[config.mk]
export PLATFORM = sky130hd
export DESIGN_NAME = lcd_reader
export DESIGN_NICKNAME = d
export VERILOG_FILES = /design/src/rtl/lcd_pkg.sv /design/src/rtl/lcd_ns_timer.sv /design/src/rtl/lcd_reader.sv
export SDC_FILE = /design/constraint.sdc
export NUM_CORES = 1
export LEC_CHECK = 0
export BUFFER_PORTS_ARGS = -buffer_cell sky130_fd_sc_hd__buf_2
export CAP_MARGIN = 20
export CORE_MARGIN = 2
export CORE_UTILIZATION = 39
export DETAILED_ROUTE_END_ITERATION = 16
export PLACE_DENSITY = 0.59
export SLEW_MARGIN = 20
export SYNTH_ARGS = -nofsm -noshare
export SYNTH_HDL_FRONTEND = slang
export SYNTH_SLANG_ARGS = --single-unit
[constraint.sdc]
create_clock -name clk -period 3.6 [get_ports clk]
set_input_delay 0.18 -clock clk [delete_from_list [all_inputs] [get_ports clk]]
set_output_delay 0.18 -clock clk [all_outputs]
set_load 0.03 [all_outputs]
[src/rtl/lcd_pkg.sv]
// lcd_pkg: shared state encoding, default HD44780 timing and accumulator width
package lcd_pkg;
  localparam int ACC_W       = 12;
  localparam int T_AS_NS_DEF = 40;
  localparam int T_EH_NS_DEF = 240;
  localparam int T_EL_NS_DEF = 260;
  typedef enum logic [2:0] {IDLE, SETUP, E_HI1, E_LO1, E_HI2, E_LO2, DONE} lcd_state_e;
endpackage

[src/rtl/lcd_ns_timer.sv]
// lcd_ns_timer: per-state ns accumulator; expire once target ns have elapsed
module lcd_ns_timer
  import lcd_pkg::*;
(
  input  logic             clk,
  input  logic             rst,
  input  logic [7:0]       period,
  input  logic [ACC_W-1:0] target,
  input  logic             clear,
  output logic             expire
);
  logic [ACC_W-1:0] acc_q, acc_d;
  logic [ACC_W:0]   sum;
  assign sum    = {1'b0, acc_q} + {{(ACC_W-7){1'b0}}, period};
  assign expire = sum >= {1'b0, target};
  // saturate so an idle accumulator never wraps back under target
  always_comb acc_d = clear ? '0 : sum[ACC_W] ? '1 : sum[ACC_W-1:0];
  always_ff @(posedge clk or negedge rst)
    if (!rst) acc_q <= '0;
    else acc_q <= acc_d;
endmodule

[src/rtl/lcd_reader.sv]
// lcd_reader: 4-bit HD44780 read cycles (busy/address or data) with optional busy polling
module lcd_reader
  import lcd_pkg::*;
#(
  parameter int T_AS_NS   = T_AS_NS_DEF,
  parameter int T_EH_NS   = T_EH_NS_DEF,
  parameter int T_EL_NS   = T_EL_NS_DEF,
  parameter int MAX_POLLS = 255
) (
  input  logic       clk,
  input  logic       rst,
  input  logic       rs_in,
  input  logic       poll_in,
  input  logic       strobe_in,
  input  logic [7:0] period_clk_ns,
  input  logic [3:0] lcd_nibble_in,
  output logic       lcd_e,
  output logic       lcd_rs,
  output logic       lcd_rw,
  output logic       lcd_drive_en,
  output logic       disable_flash,
  output logic [7:0] data_out,
  output logic       busy_flag,
  output logic       done,
  output logic       timeout
);
  localparam int PW = $clog2(MAX_POLLS + 1) + 1;
  localparam logic [ACC_W-1:0] T_AS = ACC_W'(T_AS_NS);
  localparam logic [ACC_W-1:0] T_EH = ACC_W'(T_EH_NS);
  localparam logic [ACC_W-1:0] T_EL = ACC_W'(T_EL_NS);
  lcd_state_e       state_q, state_d;
  logic             rs_q, rs_d, poll_q, poll_d;
  logic [7:0]       period_q, period_d, data_q, data_d;
  logic [PW-1:0]    cnt_q, cnt_d;
  logic             busy_q, busy_d, done_q, done_d, timeout_q, timeout_d;
  logic             lcd_e_q, lcd_e_d, lcd_rs_q, lcd_rs_d, lcd_rw_q, lcd_rw_d;
  logic [ACC_W-1:0] target;
  logic             clear, expire;
  assign target = (state_q == SETUP) ? T_AS : (state_q == E_HI1 || state_q == E_HI2) ? T_EH : T_EL;
  assign clear  = state_d != state_q;
  lcd_ns_timer u_timer (
    .clk    (clk),
    .rst    (rst),
    .period (period_q),
    .target (target),
    .clear  (clear),
    .expire (expire)
  );
  always_comb begin
    state_d  = state_q;
    rs_d     = rs_q;
    poll_d   = poll_q;
    period_d = period_q;
    cnt_d    = cnt_q;
    data_d   = data_q;
    busy_d   = busy_q;
    case (state_q)
      IDLE: begin
        cnt_d = '0;
        if (strobe_in) begin
          rs_d     = rs_in;
          poll_d   = poll_in & ~rs_in;
          period_d = (period_clk_ns == 8'd0) ? 8'd1 : period_clk_ns;
          state_d  = SETUP;
        end
      end
      SETUP: state_d = expire ? E_HI1 : SETUP;
      E_HI1: if (expire) begin
        data_d[7:4] = lcd_nibble_in;
        state_d     = E_LO1;
      end
      E_LO1: state_d = expire ? E_HI2 : E_LO1;
      E_HI2: if (expire) begin
        data_d[3:0] = lcd_nibble_in;
        state_d     = E_LO2;
      end
      E_LO2: if (expire) begin
        if (poll_q && data_q[7] && cnt_q < PW'(MAX_POLLS)) begin
          cnt_d   = cnt_q + PW'(1);
          state_d = E_HI1;
        end else state_d = DONE;
      end
      DONE: begin
        busy_d  = rs_q ? busy_q : data_q[7];
        state_d = IDLE;
      end
      default: state_d = IDLE;
    endcase
    // pin outputs follow the next state so they line up with the state they belong to
    lcd_e_d   = state_d == E_HI1 || state_d == E_HI2;
    lcd_rw_d  = state_d != IDLE;
    lcd_rs_d  = lcd_rw_d & rs_d;
    done_d    = state_q == DONE;
    timeout_d = state_q == DONE && poll_q && data_q[7];
  end
  always_ff @(posedge clk or negedge rst)
    if (!rst) begin
      state_q   <= IDLE;
      rs_q      <= 1'b0;
      poll_q    <= 1'b0;
      period_q  <= 8'd1;
      cnt_q     <= '0;
      data_q    <= '0;
      busy_q    <= 1'b0;
      done_q    <= 1'b0;
      timeout_q <= 1'b0;
      lcd_e_q   <= 1'b0;
      lcd_rs_q  <= 1'b0;
      lcd_rw_q  <= 1'b0;
    end else begin
      state_q   <= state_d;
      rs_q      <= rs_d;
      poll_q    <= poll_d;
      period_q  <= period_d;
      cnt_q     <= cnt_d;
      data_q    <= data_d;
      busy_q    <= busy_d;
      done_q    <= done_d;
      timeout_q <= timeout_d;
      lcd_e_q   <= lcd_e_d;
      lcd_rs_q  <= lcd_rs_d;
      lcd_rw_q  <= lcd_rw_d;
    end
  assign lcd_e         = lcd_e_q;
  assign lcd_rs        = lcd_rs_q;
  assign lcd_rw        = lcd_rw_q;
  assign lcd_drive_en  = 1'b0;
  assign disable_flash = 1'b1;
  assign data_out      = data_q;
  assign busy_flag     = busy_q;
  assign done          = done_q;
  assign timeout       = timeout_q;
endmodule

Word-level counts from Yosys, hierarchy flattened
Index checks and enable logic that the tools add are counted.

Register bits after elaboration: 48. Output and inout port bits: 16. Word-level logic and storage cells: 66.

Add/subtract/negate cells: 2. Magnitude comparators: 2. Equality and inequality tests: 11. Muxes and demuxes: 18. Bitwise logic cells: 4. Reduce and logical (&&, ||, !) cells: 15.

Operator list (number): $mux W9 (4); $mux W12 (2); $mux W3 (6); $pmux W3 S6 (1); $pmux W9 S2 (1); $add A12 B8 Y13 (1); $ge A13 B9 Y1 (1); $eq A3 B3 Y1 const B (4); $add A9 B1 Y9 const B (1); $eq A3 B2 Y1 const B (3); $lt A9 B8 Y1 const B (1); $logic_not A8 Y1 (1); $mux W8 (1); $reduce_and A2 Y1 (4); $logic_and A1 B1 Y1 (4); $ne A2 B2 Y1 const B (2); $eq A3 B1 Y1 const B (1); $logic_not A3 Y1 (1); $ne A3 B3 Y1 (1); $reduce_and A3 Y1 (1); $reduce_bool A3 Y1 (1); $and A1 B1 Y1 (2); $logic_or A1 B1 Y1 (2); $mux W1 (2); other kinds (3) (4).

Depth between registers and ports, before layout
Gate-level depths: netlist (run 1).

Depth in word-level cells: 9. Depth in mapped cells: 18. Gate-level depth less buffers: 17.

Cells and area by module
Synthesis (run 1) repeated with hierarchy kept, for this count alone.

Cells, all modules: 301. Area, all modules: 2942.8 um2.

Modules (own cells, without submodules): lcd_reader (instances 1, cells each 155, area an instance 1676.6 um2, seq. area each 902.1 um2); lcd_ns_timer (instances 1, cells each 146, area an instance 1266.2 um2, seq. area each 300.3 um2).

Worst setup path after synthesis (run 1)
OpenSTA, ideal clock, no wires.

Path type: reg-to-reg. Start: reg period_q[0]. End: reg u_timer.acc_q[11]. Setup time: 0.087 ns. Arrival time: 3.347 ns. Setup slack: 0.167 ns. Stages on the path, launching flop included: 18. Path through: dfstp_2 > ha_1 > inv_1 > fa_1 > nor2b_1 > o31a_1 > o21a_1 > o21ai_0 > nand2_1 > xor2_1 > ha_1 > nor3_1 > nand3b_1 > o221ai_2 > nand2_4 > o31a_1 > buf_6 > a211oi_2.

Cells in the longest elaborated chain, start to end: 6. Elaborated cells on any way between the ends: 11. Those cells by class: add/sub (1); order compare (1); eq/ne (1); mux (8).

Ends and longest elaborated chain: from (decl) (RTL line lcd_reader.sv:33) `logic [7:0] period_q, period_d, data_q, data_d;`; from (signal assigned) (RTL line lcd_reader.sv:114) `period_q <= period_d;`; $add A12 B8 Y13 * (RTL line lcd_ns_timer.sv:14) `assign sum = {1'b0, acc_q} + {{(ACC_W-7){1'b0}}, period};`; $ge A13 B9 Y1 (RTL line lcd_ns_timer.sv:15) `assign expire = sum >= {1'b0, target};`; $mux W3 (tied with other cells) (RTL line lcd_reader.sv:77) `E_LO2: if (expire) begin`; $pmux W3 S6 (RTL line lcd_reader.sv:57) `case (state_q)`; $ne A3 B3 Y1 (RTL line lcd_reader.sv:40) `assign clear = state_d != state_q;`; $mux W12 * (RTL line lcd_ns_timer.sv:17) `always_comb acc_d = clear ? '0 : sum[ACC_W] ? '1 : sum[ACC_W-1:0];`; named net u_timer.acc_d[11] (RTL line lcd_ns_timer.sv:12) `logic [ACC_W-1:0] acc_q, acc_d;`; to (signal assigned) (RTL line lcd_ns_timer.sv:19) `if (!rst) acc_q <= '0;`; to (signal assigned) (RTL line lcd_ns_timer.sv:20) `else acc_q <= acc_d;`; to (decl) (RTL line lcd_ns_timer.sv:12).

Mark *: on every way through the listed nets, which the timed path passes. The rest lies on a longest branch. A chain may end at the register's enable or synchronous reset.

Worst setup path in the final report (run 1)
Start: reg period_q[1]. End: reg u_timer.acc_q[11].

Same word-level chain as after synthesis.

==> qor.yml, run 1 <==
placement:
  globalplace.congestion: 0.802
  post-dp-hpwl_um: 4150
  dp.cells: 396
  port-buffer-count: 30
setup_path:
  crit_path_end_kind: "flip-flop"
  start_kind: "flip-flop"
  crit_required_ns: 3.82
  rr_endpoint: "u_timer.acc_q[11]"
  cp_max_fo: 5
  slowest_stage: "dfrtp_1"
  cp.arrival_ns: 3.79
  r2r_cells: 16
  crit_family: "compound AO/OA/AOI/OAI gates"
  path_cells: "ha_1 > a21oi_2 > o22ai_1 > o21a_1 > nor2_2 > xor2_1 > inv_1 > ha_1 > a211oi_4 > nand3b_1 > o221ai_4 > nor2b_4 > a21oi_2 > o31a_1 > buf_6 > a211oi_2"
  max_stage_delay_ns: 0.40
  r2r_start: "period_q[1]"
  cp.buffers_inverters: 2
  r2r_slack_ns: 0.04
  critPathKind: "flip-flop to flip-flop"
synth:
  synth_enable_flop_cells: 0
  ys_seq_area_share_pct: 43.9
  yosysWarnings: 0
  ys_seq_elements: 48
  syn_avg_cell_area_um2: 10.2
  syn-num-nets: 303
  syn_inst: 269
  synthesis.area_um2: 2740
  synth_ff_type: "dfrtp_1"
  async_reset_ff_share_pct: 100
  synth.distinct_cells: 57
hold_path:
  min_path_type: "input pin to flip-flop"
  holdPathEnd: "period_q[1]"
  hold_path_startpoint: "period_clk_ns[1]"
  whs_path_depth: 3
sta:
  tightest_slew_ns: 0.605
  post-route-period-util_pct: 99.0
  fmax_mhz: 281
  setup_viol: 0
  final_hold_viol_count: 0
  slew_violations: 0
  relSlewSlack_pct: 59.7
  fin_crit_ns: 3.56
  whs_ns: 0.104
  fin_skew_ns: 0.00481
  rsz0062_at_grt: "yes"
floorplan:
  rows: 30
  die_w_um: 87.8
  initial_core_util_pct: 40.3
  die_h_um: 87.8
  placeableCoreArea_um2: 6790
  io_pins: 33
  die_area_um2: 7720
finish:
  area_delta_synth_final_pct: 21.1
  drive_gt1_share_pct: 34.4
  fin_nets: 344
  final_cells: 407
  nFillCells: 642
  finish.utilization_pct: 48.9
  insertedDiodeCount: 0
global_route:
  grt_remaining_overflow: 0
  met2_usage_pct: 25.5
  met3_usage_pct: 3.11
  grt_max_degree: 49
  groute.usage.overall_pct: 15.5
  met1_usage_pct: 20.6
  top_usage_layer: "met2"
  grt_first_pass_wirelength_um: 9340
  antenna_found_initial: 0
  grt_pass1_vias: 1980
outcome:
  status: "complete, no violations"
clocking:
  cts_tree: "yes"
  clock_path_buffers: 2
  cts_sinks: 48
  clkTransAtPathRegs_ns: 0.09
  cts_buffers: 5
  htree_levels: 2
  cts-root-buf: "clkbuf_8"
  clkLatencyLatePin_ns: 0.31
route:
  drt_iter0_drc: 89
  vias: 2092
  first_pass_iters: 4
  drc: 0
  wl_per_cell_um: 14.1
  wl_um: 5740
  ant_nets: 0
  viasPerCell: 5.14
flow_run:
  cap_violations: 0
-- layer usage --
layer / wire [µm] / up-vias
met4: 79 / 0
met2: 2850 / 28
met3: 145 / 6
met1: 2660 / 1017
met5: 0 / -
li1: - / 1041
-- final cells by class --
cell class	count	area (µm²)	area share, %
clock inverter	3	18.8	0.565
multi-input combinational	194	1570	47.3
tap	96	120	3.62
clock buffer	5	68.8	2.07
timing repair buffer	45	279	8.41
inverter	16	60.1	1.81
sequential	48	1200	36.2
-- through the flow --
| step | cell area (µm²) | setup WS (ns) | setup TNS, ns |
|---|---|---|---|
| floorplan | 2740 | 0.167 | 0 |
| global placement | 3040 | 0.0474 | 0 |
| detailed placement | 3040 | -0.0545 | -0.468 |
| CTS | 3140 | 0.000859 | 0 |
| global route | 3320 | -0.108 | -1.19 |
| finish | 3320 | 0.0372 | 0 |
-- flip-flops by register name, indices dropped and copies added, names as in the netlist --
name	count
lcd_rs	1
rs_q	1
poll_q	1
period_q	8
cnt_q	9
timeout	1
state_q	3
lcd_rw	1
done	1
busy_flag	1
u_timer.acc_q	12
lcd_e	1
data_out	8
-- repair_timing --
| action | in CTS | in global routing |
|---|---|---|
| buffers inserted | 0 | 2 |
| resized for setup | 3 | 36 |
| hold buffers | 0 | 1 |
| setup endpoints to repair | 14 | 30 |
| hold endpoints to repair | 0 | 47 |
| pin swaps | 1 | 17 |
-- worst min-delay path, stage by stage --
cell	delay [ns]
buf_2	0.09
nand2_1	0.05
o21ai_0	0.06
-- cells in the mapped netlist (all sizes together), types with 7 or more instances --
cell type  count  area [µm²]
mux2          16         180
nand2b         7        43.8
nand2         13        56.3
inv           16        60.1
ha            16         200
nor3          11        60.1
dfrtp         47        1180
nor2          14        55.1
o21a           7        52.6
o21ai         15        78.8
a21oi         23         115
-- kinds of logic (layout without fill, tap and decap cells) --
family,after synthesis,in the layout,synth area share (%)
and+or+nand+nor,85,85,17.5
AOI/OAI and AO/OA,65,65,16.2
DFF,48,48,43.9
buffers and inverters,27,69,4.56
muxes,18,18,7.30
adders and majority gates,17,17,8.03
xor gates and xnor gates,7,7,2.24
other,2,2,0.274
-- worst max path at each step --
stage                           start                end  slack [ns]  cells after the start
after floorplan           period_q[0]  u_timer.acc_q[11]        0.17                     17
after global placement    period_q[0]           cnt_q[7]        0.05                     17
after detailed placement  period_q[0]  u_timer.acc_q[11]       -0.05                     17
after CTS                 period_q[0]           cnt_q[7]      0.0009                     17
after global routing      period_q[1]  u_timer.acc_q[11]       -0.11                     16
final                     period_q[1]  u_timer.acc_q[11]        0.04                     16
-- placed cells by master (no fill, tap or decap), types with 4 or more instances in the layout --
| cell type | n |
|---|---|
| dfrtp_1 | 47 |
| buf_2 | 29 |
| mux2_2 | 16 |
| inv_1 | 15 |
| a21oi_1 | 14 |
| nor2_1 | 12 |
| nand2_1 | 12 |
| ha_1 | 12 |
| buf_4 | 12 |
| o21ai_0 | 10 |
| a21oi_2 | 9 |
| nor3_1 | 8 |
| o21a_1 | 7 |
| nand2b_1 | 7 |
| xor2_1 | 5 |
| nand3_1 | 5 |
| nand3b_1 | 5 |
| and3_1 | 5 |
| clkbuf_8 | 5 |
| or3_1 | 4 |
Power of run 1 is left out: the tool's default activity adds up to more than one toggle a clock period on the data nets, which glitch-free logic cannot reach.
==> run 2: changes to the inputs <==
--- a/config.mk
+++ b/config.mk
@@ -11,6 +11,7 @@
 export CORE_UTILIZATION = 39
 export DETAILED_ROUTE_END_ITERATION = 16
 export PLACE_DENSITY = 0.59
+export SETUP_SLACK_MARGIN = 0.2
 export SLEW_MARGIN = 20
 export SYNTH_ARGS = -nofsm -noshare
 export SYNTH_HDL_FRONTEND = slang
==> qor.yml, run 2 (synthesis gave the netlist of run 1 again) <==
finish:
  fin_nets: 357
  top_regs: "u_timer.acc_q: 12 flops, cnt_q: 9 flops"
  nFillCells: 643
  insertedDiodeCount: 0
  top_register: "u_timer.acc_q"
  layout_commonest_cell: "dfrtp_1"
  area_delta_synth_final_pct: 28.4
  finish.utilization_pct: 51.8
  final_cell_mix: "dfrtp_1, buf_2, buf_4"
  drive_gt1_share_pct: 38.9
  largest_register_ff_count: 12
sta:
  slew_violations: 0
  final_hold_viol_count: 0
  setup_ws_ns: 0.130
  rsz0062_at_grt: "yes"
  relSlewSlack_pct: 55.3
  tightest_slew_ns: 0.671
  fmax_mhz: 288
  fin_crit_ns: 3.47
  setup_viol: 0
  fin_skew_ns: 0.0148
  post-route-period-util_pct: 96.4
global_route:
  groute.usage.overall_pct: 17.1
  grt_first_pass_wirelength_um: 10200
  grt_remaining_overflow: 0
  antenna_found_initial: 0
  grt_pass1_vias: 2127
  grt_max_degree: 49
floorplan:
  io_pins: 33
  placeableCoreArea_um2: 6790
  die_w_um: 87.8
  rows: 30
  die_h_um: 87.8
  initial_core_util_pct: 40.3
  die_area_um2: 7720
clocking:
  cts_sinks: 48
  clkTransAtPathRegs_ns: 0.10
  cts_tree: "yes"
  clock_path_buffers: 2
  cts_buffers: 5
  htree_levels: 2
  clkLatencyLatePin_ns: 0.31
  cts-root-buf: "clkbuf_8"
setup_path:
  start_kind: "flip-flop"
  cp.buffers_inverters: 2
  r2r_slack_ns: 0.13
  r2r_cells: 16
  critPathKind: "flip-flop to flip-flop"
  max_stage_delay_ns: 0.40
  crit_path_end_kind: "flip-flop"
  r2r_start: "period_q[1]"
  crit_family: "compound AO/OA/AOI/OAI gates"
  rr_endpoint: "u_timer.acc_q[11]"
  crit_required_ns: 3.82
  slowest_stage: "dfrtp_1"
  cp.arrival_ns: 3.69
  crit_path_frequent_cell: "ha_1"
  path_cells: "ha_1 > a21oi_2 > o22ai_2 > o21a_1 > nor2_4 > xor2_2 > inv_1 > ha_1 > a211oi_4 > nand3b_1 > o221ai_4 > nor2b_1 > a21oi_1 > o31a_1 > buf_12 > a211oi_2"
  cp_max_fo: 7
route:
  wl_um: 6070
  drc: 0
  viasPerCell: 5.20
  first_pass_iters: 4
  ant_nets: 0
  wl_per_cell_um: 14.4
  drt_iter0_drc: 123
  vias: 2184
hold_path:
  holdPathEnd: "period_q[1]"
  hold_path_startpoint: "period_clk_ns[1]"
  whs_path_depth: 3
  min_path_type: "input pin to flip-flop"
placement:
  post-dp-hpwl_um: 4210
  dpl_worst_slack_ns: -0.0174
  globalplace.congestion: 0.793
  port-buffer-count: 30
outcome:
  status: "complete, no violations"
flow_run:
  cap_violations: 0
## run 2: cell types whose count changed in the layout (fill, tap and decap cells not counted), moves of 2 or more
cell and delta:
nor2_4 +2, nand2_2 +2, buf_4 +13, o21ai_0 -2, bufinv_16 +2, nor2_2 -2
clkinv_2 -2, nand2_4 +2, o21ai_1 +2, nand2_1 -4
## run 2: how the worst max path moves through the flow
stage	startpoint	to	depth (start not counted)	slack (ns)
after global placement	period_q[0]	cnt_q[6]	17	0.06
after CTS	period_q[0]	cnt_q[6]	17	0.09
final	period_q[1]	u_timer.acc_q[11]	16	0.13
after global routing	period_q[0]	cnt_q[6]	18	-0.07
after floorplan	period_q[0]	cnt_q[7]	17	0.22
after detailed placement	period_q[0]	u_timer.acc_q[9]	16	-0.02
## run 2: through the flow
step | TNS, ns | instances | area, µm² | hold WS, ns
6_report | 0 | 420 | 3520 | 0.0928
5_1_grt | -0.636 | 420 | 3520 | 0.0982
4_1_cts | 0 | 412 | 3370 | 0.0801
3_5_place_dp | -0.0174 | 394 | 3040 | 0.422
3_3_place_gp | 0 | 394 | 3040 | 0.416
2_1_floorplan | 0 | 269 | 2750 | -0.116
## run 2: worst min-delay path: stages
cell and delay (ns):
buf_2 0.09, nand2_1 0.04, o21ai_0 0.07
## run 2: area by class of cell
class | count | area [µm²] | share of cell area [%]
multi-input combinational | 194 | 1620 | 45.9
sequential | 48 | 1200 | 34.2
timing repair buffer | 58 | 385 | 10.9
tap | 96 | 120 | 3.41
clock buffer | 5 | 68.8 | 1.95
clock inverter | 3 | 68.8 | 1.95
inverter | 16 | 60.1 | 1.71
## run 2: per-layer routing
layer	GRT usage, %	part of all wire (%)
met5	0	0
met2	28.2	51
met1	22.6	44
met4	4.90	1.6
met3	3.96	3.6
## run 2: what timing repair did
item	CTS	global route
gates resized for setup	32	16
setup buffers	10	7
hold buffers	0	1
cloned	0	0
hold endpoints to repair	0	47
endpoints found under the setup margin	31	33
pin swaps	18	18
Power of run 2 is left out for the same reason.
==> run 3: changes to the inputs <==
==> constraint.sdc (replaced) <==
create_clock -name clk -period 3.6 [get_ports clk]
set_input_delay 0.72 -clock clk [delete_from_list [all_inputs] [get_ports clk]]
set_output_delay 0.72 -clock clk [all_outputs]
set_load 0.03 [all_outputs]
==> qor.yml, run 3 (synthesis gave the netlist of run 1 again) <==
finish:
  final_cell_mix: "dfrtp_1, buf_2, buf_4"
  fin_nets: 356
  layout_commonest_cell: "dfrtp_1"
  drive_gt1_share_pct: 39.0
  area_delta_synth_final_pct: 28.1
  insertedDiodeCount: 0
  top_regs: "u_timer.acc_q: 12 flops, cnt_q: 9 flops"
  top_register: "u_timer.acc_q"
  largest_register_ff_count: 12
  nFillCells: 641
clocking:
  cts_sinks: 48
  htree_levels: 2
  clkLatencyLatePin_ns: 0.31
  cts-root-buf: "clkbuf_8"
  clkTransAtPathRegs_ns: 0.10
  clock_path_buffers: 2
  cts_tree: "yes"
  cts_buffers: 5
  ctsHoldBuffers: 0
floorplan:
  rows: 30
  io_pins: 33
  die_h_um: 87.8
  placeableCoreArea_um2: 6790
  die_area_um2: 7720
  die_w_um: 87.8
  initial_core_util_pct: 40.3
setup_path:
  crit_required_ns: 3.82
  slowest_stage: "dfstp_2"
  start_kind: "flip-flop"
  path_cells: "ha_4 > inv_2 > fa_2 > nor2b_2 > o31a_1 > o21a_1 > or2_4 > inv_1 > ha_4 > a211oi_4 > nand3b_1 > o221ai_4 > nor2b_1 > a21oi_1 > o31a_1 > buf_12 > a211oi_2"
  critPathKind: "flip-flop to flip-flop"
  cp_max_fo: 7
  crit_path_end_kind: "flip-flop"
  crit_family: "compound AO/OA/AOI/OAI gates"
  cp.arrival_ns: 3.70
  max_stage_delay_ns: 0.56
  cp.buffers_inverters: 3
sta:
  fin_crit_ns: 3.48
  whs_ns: 0.406
  post-route-period-util_pct: 96.6
  rsz0062_at_grt: "yes"
  slew_violations: 0
  relSlewSlack_pct: 55.4
  fmax_mhz: 287
  setup_viol: 0
  tightest_slew_ns: 0.669
  final_hold_viol_count: 0
  fin_skew_ns: 0.0131
  fin_tns_setup_ns: 0
route:
  drc: 0
  viasPerCell: 5.20
  vias: 2178
  wl_um: 6070
  first_pass_iters: 5
  wl_per_cell_um: 14.5
  ant_nets: 0
  drt_iter0_drc: 110
flow_run:
  cap_violations: 0
global_route:
  grt_first_pass_wirelength_um: 10200
  antenna_found_initial: 0
  grt_pass1_vias: 2127
  grt_remaining_overflow: 0
  groute.usage.overall_pct: 17.1
  grt_max_degree: 49
placement:
  globalplace.congestion: 0.793
  post-dp-hpwl_um: 4210
  port-buffer-count: 30
hold_path:
  min_path_type: "input pin to async pin"
outcome:
  status: "complete, no violations"
-- run 3: cell count changes in the layout (fill, tap and decap cells not counted), sizes merged --
cell / before / now
dlygate4sd3: 1 / 0
-- run 3: final timing paths --
path	start	cells past startpoint	slack, ns	to
max in group asynchronous	rst	1	2.77	u_timer.acc_q[10]
worst max register to register	period_q[0]	17	0.12	u_timer.acc_q[11]
worst max-delay path	period_q[0]	17	0.12	u_timer.acc_q[11]
worst min-delay path	rst	1	0.41	period_q[2]
min in group clk	cnt_q[8]	2	0.49	cnt_q[8]
worst min register to register	cnt_q[8]	2	0.49	cnt_q[8]
-- run 3: final cells by class --
cell class                 count  area, µm²  share of cell area (%)
clock buffer                   5       68.8                    1.96
clock inverter                 3       68.8                    1.96
inverter                      16       60.1                    1.71
multi-input combinational    194       1620                    46.0
sequential                    48       1200                    34.2
tap                           96        120                    3.42
timing repair buffer          57        375                    10.7
-- run 3: through the flow --
stage                     std cells  setup slack [ns]  instance area [µm²]  util, %
after CTS                       412            0.0941                 3370     49.6
after detailed placement        394           -0.0174                 3040     44.7
after global routing            419           -0.0693                 3510     51.7
after floorplan                 269             0.216                 2750        -
after global placement          394            0.0602                 3040     44.7
final                           419             0.121                 3510     51.7
-- run 3: timing repair --
| item | CTS | global route |
|---|---|---|
| gates resized for setup | 32 | 16 |
| pin swaps | 18 | 18 |
| setup buffers | 10 | 7 |
| endpoints found under the setup margin | 31 | 33 |
-- run 3: worst register-to-register path, stage by stage (launching register included) --
cell,delay [ns]
dfstp_2,0.56
ha_4,0.13
inv_2,0.03
fa_2,0.34
nor2b_2,0.14
o31a_1,0.20
o21a_1,0.19
or2_4,0.13
inv_1,0.05
ha_4,0.17
a211oi_4,0.27
nand3b_1,0.15
o221ai_4,0.26
nor2b_1,0.17
a21oi_1,0.07
o31a_1,0.20
buf_12,0.18
a211oi_2,0.14
-- run 3: routing by layer --
metal	GRT usage [%]	wire length, µm	part of all wire, %	vias to the layer above
met4	4.90	97	1.6	0
met3	3.96	180	3.0	9
met1	22.6	2740	45	1072
met2	28.2	3060	50	28
met5	0	0	0	-
li1	-	-	-	1069
Power of run 3 is left out for the same reason.
